===== config.mk =====
export PLATFORM = sky130hd
export DESIGN_NAME = int_priority_resolver
export DESIGN_NICKNAME = d
export VERILOG_FILES = /design/src/rtl/pic_pkg.sv /design/src/rtl/rot_prio_enc.sv /design/src/rtl/int_priority_resolver.sv
export SDC_FILE = /design/constraint.sdc
export NUM_CORES = 1
export LEC_CHECK = 0
export ABC_AREA = 1
export CAP_MARGIN = 20
export CORE_MARGIN = 8
export CORE_UTILIZATION = 36
export DETAILED_ROUTE_END_ITERATION = 7
export HOLD_SLACK_MARGIN = 0.12
export RECOVER_POWER = 25
export SYNTH_ARGS = -nofsm -noshare
export SYNTH_HDL_FRONTEND = slang
export SYNTH_HIERARCHICAL = 1
export SYNTH_SLANG_ARGS = --single-unit

===== constraint.sdc =====
create_clock -name clk -period 3.9 [get_ports clk]
set_input_delay 0.78 -clock clk [delete_from_list [all_inputs] [get_ports clk]]
set_output_delay 0.78 -clock clk [all_outputs]
set_load 0.05 [all_outputs]

===== src/rtl/pic_pkg.sv =====
// ---------------------------------------------------------------------------
// pic_pkg : shared OCW2 command encodings, resolver FSM states, level helpers
// Rev 1.0
// ---------------------------------------------------------------------------
`default_nettype none

package pic_pkg;

  localparam int LVL_W = 3;

  localparam logic [2:0] OCW2_ROT_AEOI_CLR = 3'b000;
  localparam logic [2:0] OCW2_NS_EOI       = 3'b001;
  localparam logic [2:0] OCW2_NOP          = 3'b010;
  localparam logic [2:0] OCW2_SP_EOI       = 3'b011;
  localparam logic [2:0] OCW2_ROT_AEOI_SET = 3'b100;
  localparam logic [2:0] OCW2_ROT_NS_EOI   = 3'b101;
  localparam logic [2:0] OCW2_SET_PRIO     = 3'b110;
  localparam logic [2:0] OCW2_ROT_SP_EOI   = 3'b111;

  typedef enum logic [1:0] {
    ST_IDLE = 2'd0,
    ST_REQ  = 2'd1,
    ST_ACK1 = 2'd2,
    ST_ACK2 = 2'd3
  } pic_state_e;

  // 0 = highest priority, 7 = lowest, relative to the rotating pointer
  function automatic logic [LVL_W-1:0] prio_rank(input logic [LVL_W-1:0] idx,
                                                 input logic [LVL_W-1:0] lowest);
    return idx - lowest - 3'd1;
  endfunction

endpackage

`default_nettype wire


===== src/rtl/rot_prio_enc.sv =====
// ---------------------------------------------------------------------------
// rot_prio_enc : rotating-priority encoder, highest priority at lowest_i+1
// Rev 1.0
// ---------------------------------------------------------------------------
`default_nettype none

module rot_prio_enc
  import pic_pkg::*;
(
  input  logic [7:0]       vec_i,
  input  logic [LVL_W-1:0] lowest_i,
  output logic             valid_o,
  output logic [LVL_W-1:0] idx_o
);

  // Scan from lowest to highest priority so the last hit wins
  always_comb begin
    valid_o = |vec_i;
    idx_o   = '0;
    for (int k = 7; k >= 0; k--) begin
      if (vec_i[lowest_i + 3'(k + 1)]) begin
        idx_o = lowest_i + 3'(k + 1);
      end
    end
  end

endmodule

`default_nettype wire


===== src/rtl/int_priority_resolver.sv =====
// ---------------------------------------------------------------------------
// int_priority_resolver : 8259-style IRR/ISR, rotating priority, INTA sequencing
// Rev 1.0
// ---------------------------------------------------------------------------
`default_nettype none

module int_priority_resolver
  import pic_pkg::*;
#(
  parameter int NUM_IR = 8
) (
  input  logic              clk,
  input  logic              rst,
  input  logic [NUM_IR-1:0] ir,
  input  logic              ltim,
  input  logic [NUM_IR-1:0] mask_reg,
  input  logic [2:0]        r_sl_eoi,
  input  logic [LVL_W-1:0]  ocw2_level,
  input  logic              ocw2_stb,
  input  logic              aeoi,
  input  logic [4:0]        vector_base,
  input  logic              ack1_stb,
  input  logic              ack2_stb,
  input  logic              ack2_end,
  output logic              intreq,
  output logic [NUM_IR-1:0] irr,
  output logic [NUM_IR-1:0] isr,
  output logic [7:0]        vector,
  output logic              vector_valid
);

  pic_state_e        state_q;
  logic [NUM_IR-1:0] irr_q, irr_d, isr_q, isr_d, ir_hist_q;
  logic [LVL_W-1:0]  prio_q, prio_d, level_q;
  logic              rot_q, rot_d, spur_q, intreq_q, intreq_d;
  logic [7:0]        vector_q;
  logic              vvalid_q;

  logic              cand_valid, isr_valid;
  logic [LVL_W-1:0]  cand_idx, isr_top;
  logic              ack1_take, end_take;

  rot_prio_enc u_cand_enc (
    .vec_i    (irr_q & ~mask_reg),
    .lowest_i (prio_q),
    .valid_o  (cand_valid),
    .idx_o    (cand_idx)
  );

  rot_prio_enc u_isr_enc (
    .vec_i    (isr_q),
    .lowest_i (prio_q),
    .valid_o  (isr_valid),
    .idx_o    (isr_top)
  );

  assign ack1_take = ack1_stb && (state_q == ST_REQ);
  assign end_take  = ack2_end && (state_q == ST_ACK2);

  // Order matters: EOI acts on pre-update ISR, then the ack1 set/clear wins
  always_comb begin
    irr_d    = ltim ? ir : (irr_q | (ir & ~ir_hist_q));
    isr_d    = isr_q;
    prio_d   = prio_q;
    rot_d    = rot_q;
    if (end_take && aeoi && !spur_q) begin
      isr_d[level_q] = 1'b0;
      if (rot_q) prio_d = level_q;
    end
    if (ocw2_stb) begin
      case (r_sl_eoi)
        OCW2_NS_EOI:       if (isr_valid) isr_d[isr_top] = 1'b0;
        OCW2_SP_EOI:       isr_d[ocw2_level] = 1'b0;
        OCW2_ROT_NS_EOI:   if (isr_valid) begin
                             isr_d[isr_top] = 1'b0;
                             prio_d         = isr_top;
                           end
        OCW2_ROT_SP_EOI:   begin
                             isr_d[ocw2_level] = 1'b0;
                             prio_d            = ocw2_level;
                           end
        OCW2_SET_PRIO:     prio_d = ocw2_level;
        OCW2_ROT_AEOI_SET: rot_d = 1'b1;
        OCW2_ROT_AEOI_CLR: rot_d = 1'b0;
        default:           ;
      endcase
    end
    if (ack1_take && cand_valid) begin
      isr_d[cand_idx] = 1'b1;
      irr_d[cand_idx] = 1'b0;
    end
    intreq_d = cand_valid &&
               (!isr_valid || (prio_rank(cand_idx, prio_q) < prio_rank(isr_top, prio_q)));
  end

  always_ff @(posedge clk or posedge rst) begin
    if (rst) begin
      irr_q     <= '0;
      isr_q     <= '0;
      ir_hist_q <= '0;
      prio_q    <= 3'd7;
      rot_q     <= 1'b0;
      intreq_q  <= 1'b0;
    end else begin
      irr_q     <= irr_d;
      isr_q     <= isr_d;
      ir_hist_q <= ir;
      prio_q    <= prio_d;
      rot_q     <= rot_d;
      intreq_q  <= intreq_d;
    end
  end

  // Acknowledge sequencer; a missing candidate at ack1 yields spurious level 7
  always_ff @(posedge clk or posedge rst) begin
    if (rst) begin
      state_q  <= ST_IDLE;
      level_q  <= '0;
      spur_q   <= 1'b0;
      vector_q <= '0;
      vvalid_q <= 1'b0;
    end else begin
      case (state_q)
        ST_IDLE: if (intreq_q) state_q <= ST_REQ;
        ST_REQ: begin
          if (ack1_stb) begin
            state_q <= ST_ACK1;
            level_q <= cand_valid ? cand_idx : 3'd7;
            spur_q  <= !cand_valid;
          end else if (!cand_valid) begin
            state_q <= ST_IDLE;
          end
        end
        ST_ACK1: if (ack2_stb) begin
          state_q  <= ST_ACK2;
          vector_q <= {vector_base, level_q};
          vvalid_q <= 1'b1;
        end
        ST_ACK2: if (ack2_end) begin
          state_q  <= ST_IDLE;
          vector_q <= '0;
          vvalid_q <= 1'b0;
        end
        default: state_q <= ST_IDLE;
      endcase
    end
  end

  assign intreq       = intreq_q;
  assign irr          = irr_q;
  assign isr          = isr_q;
  assign vector       = vector_q;
  assign vector_valid = vvalid_q;

endmodule

`default_nettype wire

Word-level counts from Yosys, hierarchy flattened

Index checks and enable logic that the tools add are counted.

Multiply operators: 0
Bitwise operators: 14
Add/subtract/negate cells: 11
Magnitude comparators: 17
Shift operators: 0
Reductions and logical operators: 27
Equality and inequality tests: 13
Mux-type cells: 82
Divide/modulo/power cells: 0

Operators with widths:

| operator            | number |
|---|---|
| $mux 8              | 8 |
| $mux 3              | 21 |
| $and 8x8->8         | 6 |
| $bmux 1 s3          | 16 |
| $lt 3x4->1 const B  | 12 |
| $not 8->8           | 6 |
| $pmux 8 s2          | 2 |
| $mux 1              | 22 |
| $or 8x8->8          | 2 |
| $reduce_or 8->1     | 2 |
| $add 3x3->3 const B | 4 |
| $demux 1 s3         | 4 |
| $eq 3x3->1 const B  | 4 |
| $ge 3x1->1 const B  | 4 |
| $logic_and 1x1->1   | 10 |
| $mux 2              | 5 |
| $pmux 2 s4          | 1 |
| $add 3x2->3 const B | 2 |
| $ne 2x2->1 const B  | 3 |
| $pmux 3 s2          | 1 |
| $reduce_or 2->1     | 3 |
| $sub 3x1->3 const B | 2 |
| $sub 3x3->3         | 2 |
| $eq 2x2->1 const B  | 2 |
| 15 further kinds    | 20 |

Output and inout port bits: 26
Logic and storage cells: 175
Bits in registers: 44
Memories kept: 0
ROM bits: 0
Latch bits: 0
Memory bits (writable): 0
Input bits: 35

Longest topological paths before layout

Depth after elaboration: 21
Depth in mapped cells: 22
Gate-level depth less buffers: 22

By module

The synthesis kept the hierarchy.

Modules (own cells, without submodules):

| module                | cells an instance | sequential area each (sq um) | times used | area an instance (sq um) |
|---|---|---|---|---|
| int_priority_resolver | 295               | 1104.8                       | 1          | 2362.3 |
| rot_prio_enc          | 124               | 0.0                          | 2          | 694.4 |

Worst setup path before layout

Ideal clock, no wire load.

Path type: register to register
From: register prio_q[1]
To: register intreq_q, in the netlist intreq
Cell stages (with the launch flop): 23
Setup slack: 387 ps
Data arrival time: 3435 ps
Setup time: 78 ps
Buffers on the path: 1
Period minus slack after synthesis: 3513 ps
Data required time: 3822 ps
Cell sequence: dfstp_2 > buf_4 > inv_4 > ha_1 > inv_2 > nand3_1 > nand3_2 > nand2_2 > nor2_2 > o21bai_1 > nand2_1 > nand2_1 > nand2_1 > nand3_1 > nand2_1 > ha_1 > fa_1 > xnor2_1 > xor2_1 > ha_1 > a21oi_1 > nand2_1 > a21oi_1

Word-level cells in the longest chain between the ends: 15
Elaborated cells on any way between the ends: 62
Those cells by class: 11 x add/sub; 1 x order compare; 48 x mux; 2 x reduce/logical

RTL lines:

| item                                                   | line                         | text |
|---|---|---|
| start: declaration                                     | int_priority_resolver.sv:34  | `logic [LVL_W-1:0] prio_q, prio_d, level_q;` |
| start signal: assignment                               | int_priority_resolver.sv:108 | `prio_q <= prio_d;` |
| $add 3x3->3 or $bmux 1 s3 (tied branches)              | rot_prio_enc.sv:21           | `if (vec_i[lowest_i + 3'(k + 1)]) begin` |
| $bmux 1 s3 or $mux 1 (tied branches)                   | rot_prio_enc.sv:21           |  |
| $mux 1 (implied by the code) or $mux 3 (tied branches) | rot_prio_enc.sv:21           |  |
| $mux 3 (6 in series)                                   | rot_prio_enc.sv:21           |  |
| $mux 3 *                                               | rot_prio_enc.sv:21           |  |
| via cand_idx[0]                                        | int_priority_resolver.sv:40  | `logic [LVL_W-1:0] cand_idx, isr_top;` |
| $sub 3x3->3 *                                          | pic_pkg.sv:30                | `return idx - lowest - 3'd1;` |
| $sub 3x1->3 *                                          | pic_pkg.sv:30                |  |
| $lt 3x3->1 *                                           | int_priority_resolver.sv:93  | `(!isr_valid \|\| (prio_rank(cand_idx, prio_q) < prio_rank(isr_top, prio_q)));` |
| $logic_or 1x1->1 *                                     | int_priority_resolver.sv:93  |  |
| $logic_and 1x1->1 *                                    | int_priority_resolver.sv:92  | `intreq_d = cand_valid &&` |
| via intreq_d                                           | int_priority_resolver.sv:35  | `logic rot_q, rot_d, spur_q, intreq_q, intreq_d;` |
| end signal: assignment                                 | int_priority_resolver.sv:110 | `intreq_q <= intreq_d;` |
| end: declaration                                       | int_priority_resolver.sv:35  |  |

Mark *: on every way through the listed nets, which the timed path passes. The rest lies on a longest branch. The select of a mux whose other input is x is not followed.
A chain may end at the register's enable or synchronous reset.

Worst setup path after layout

From: register prio_q[0]
To: register intreq_q, in the netlist intreq

Word-level cells in the longest chain between the ends: 15
Elaborated cells on any way between the ends: 62
Those cells by class: 11 x add/sub; 1 x order compare; 48 x mux; 2 x reduce/logical

RTL lines:

| item                                                   | line |
|---|---|
| $add 3x3->3 or $bmux 1 s3 (tied branches)              | rot_prio_enc.sv:21, rot_prio_enc.sv:22 |
| $bmux 1 s3 or $mux 1 (tied branches)                   | rot_prio_enc.sv:21 |
| $mux 1 (implied by the code) or $mux 3 (tied branches) | rot_prio_enc.sv:21 |
| $mux 3 (6 in series)                                   | rot_prio_enc.sv:21 |
| $mux 3 *                                               | rot_prio_enc.sv:21 |
| via isr_top[0]                                         | int_priority_resolver.sv:40 |
| $sub 3x3->3 *                                          | pic_pkg.sv:30 |
| $sub 3x1->3 *                                          | pic_pkg.sv:30 |
| $lt 3x3->1 *                                           | int_priority_resolver.sv:93 |
| $logic_or 1x1->1 *                                     | int_priority_resolver.sv:93 |
| $logic_and 1x1->1 *                                    | int_priority_resolver.sv:92 |
| via intreq_d                                           | int_priority_resolver.sv:35 |

Marked as above.

==> metrics <==
outcome=finished, final reports clean; layout cells sized above 1=0.159; synthesis warning total=6; via count=3941; Most common cell on crit path=nand2_1; row cnt=37; Worst-path clk slew=0.09 ns; total congestion overflow=0; Synth top area share=0.274; Tot GR Track Use=0.157; CTS max path bufs=2; Post-Syn Area=0.00375 mm^2; DP Wirelength=8920 um; critical path data arrival time=3.88 ns; Clock Skew=0.00523 ns; Avg Inst Size Synth=6.91 um^2; largest stage delay on the critical path=0.66 ns; Slew HR=0.422; RSZ-0062 raised after global routing=false; largest area contributor in the netlist=dfrtp_1; Hold Vio Cnt, Final=0; CTS tree=built; CTS Sinks=44; worst path bufs/invs=2; Tmin final=3.65 ns; post-route ant nets=0; drc violations=0; Slew @ Worst Pin=0.866 ns; vias in the first global route=3957; Max Fclk=274 MHz; clock latency on the worst-skew pair=0.30 ns; First-pass DRT Iterations=5; WS Path Type=register to register; Top Ports=61; Final #Nets=672; commonest non-fill, non-tap cells in the layout=nand2_1, nand3_1, inv_1; Setup crit end kind=register; CP delay by family, top=adder cells; Max-cap violations=0; antenna violations before repair=0; Final Max Slew Viols=0; Final Core Density=0.472; Total Die Area=0.0139 mm^2; critical path fanouts, max=14; largest net degree at the start of global routing=30; #FFs+latches synth=44; fillers=1084; Synth area leaders=dfrtp_1, nand2_1, nand3_1; H-tree depth=2; ANT cells=0; CP Cell Sequence=buf_6, ha_1, xnor2_2, inv_1, nand3_1, nand2_2, o21ai_1, nand2_1, nand2_1, nand2_1, nand2_1, nand2_1, ha_1, fa_1, xnor2_1, xor2_1, ha_1, a21oi_1, nand2_1, a21oi_1; register area share after synthesis=0.295; slowest CP cell=dfstp_2; Num CTS Buffers=5; Yosys cell types=40; Final setup viols=0; Core Footprint=0.0102 mm^2; Wirelength per Cell=14.5 um; syn nets=588; Initial DRC Count=201; final worst-path cycle share=0.936; clk root buf=clkbuf_8; count of input and output buffers=60; min-delay worst type=register to register; post-DR vias/cell=5.16; startpoint types=register; first-pass GRT wire length=18500 um; final wirelength=11100 um; commonest non-fill, non-tap cell in the layout=nand2_1; Starting Density=0.367; Die Wd=118 um; Mapped Cells=543; RePlAce Congestion=0.889; number of hold buffers added after CTS=0; Synth-to-Final Area Change=28.6%; height of the die=118 um; Worst Path Required=4.13 ns
## worst reg2reg max path, delay by kind of cell, from the launching register on
family | cells | cell delay [ns]
simple gates | 8 | 0.63
fa+ha+maj | 4 | 1.07
xor+xnor | 3 | 0.53
compound gates | 3 | 0.43
flops | 1 | 0.66
buf+inv | 2 | 0.28
## final cells by class
cell class / count / area (um^2) / share of cell area
Clock buffer: 5 / 68.8 / 0.0143
Clock inverter: 3 / 46.3 / 0.00960
Inverter: 75 / 302 / 0.0625
Multi-Input combinational cell: 414 / 2300 / 0.477
Sequential cell: 44 / 1100 / 0.229
Tap cell: 136 / 170 / 0.0353
Timing Repair Buffer: 87 / 832 / 0.172
## state kept, by name (all words and copies together), names as in the netlist, named ones only
signal        flops
prio_q            3
rot_q             1
vector            8
state_q           1
intreq            1
spur_q            1
level_q           3
irr               8
vector_valid      1
ir_hist_q         8
isr               8
## routing by layer
layer	global-route usage	share of wire	vias to the layer above
met4	0.0408	0.016	0
met1	0.196	0.45	1854
met3	0.0293	0.054	15
met5	0	0	-
li1	-	-	1963
met2	0.269	0.48	109
## cells by family after synthesis
| group | synth area share |
|---|---|
| buffers and inverters | 0.103 |
| AOI/OAI and AO/OA | 0.111 |
| and+or+nand+nor | 0.407 |
| adders and majority gates | 0.0374 |
| DFF | 0.295 |
| xor gates and xnor gates | 0.0470 |
## what timing repair did
item                       4_1_cts  5_1_grt
setup endpoints to repair        0        1
buffers inserted                 0        2
resized for setup                0       10
## Yosys cell counts (all sizes together)
| cell | n |
|---|---|
| o21bai | 2 |
| o211ai | 2 |
| nor4 | 4 |
| dfrtp | 41 |
| a22oi | 10 |
| a31o | 1 |
| buf | 8 |
| o22ai | 3 |
| o31ai | 1 |
| dfstp | 3 |
| a31oi | 1 |
| nor2 | 30 |
| nand4 | 8 |
| clkbuf | 2 |
| nand3 | 107 |
| a21oi | 30 |
| nor3 | 4 |
| nand3b | 1 |
| fa | 2 |
| nand2 | 165 |
| xor2 | 7 |
| o21ai | 18 |
| ha | 8 |
| inv | 75 |
| xnor2 | 8 |
| a21boi | 2 |
## final timing paths
check / start / endpoint / slack, ns / cells past startpoint
hold / removal: vector_valid$_DFFE_PP0P_ / vector_valid$_DFFE_PP0P_ / 0.48 / 2
hold reg to reg: vector_valid$_DFFE_PP0P_ / vector_valid$_DFFE_PP0P_ / 0.48 / 2
setup / recovery: prio_q[0]$_DFF_PP1_ / intreq$_DFF_PP0_ / 0.25 / 20
min in group asynchronous: rst / asynchronous set/reset pin / 0.88 / 2
setup reg to reg: prio_q[0]$_DFF_PP1_ / intreq$_DFF_PP0_ / 0.25 / 20
max in group asynchronous: rst / irr[6]$_DFF_PP0_ / 1.73 / 4
## per-stage QoR
step	instance area (um^2)	setup WS [ns]	setup TNS [ns]	instances	hold slack (ns)
after floorplan	3750	0.387	0	543	0.538
after global placement	4630	0.0285	0	753	0.460
after detailed placement	4630	-0.0436	-0.0436	753	0.468
final	4820	0.249	0	764	0.479
after CTS	4750	0.0740	0	761	0.490
after global routing	4820	0.00761	0	764	0.524
Power is not shown: default switching activity piles up to over one toggle a cycle in this logic, so the estimate is an artifact.
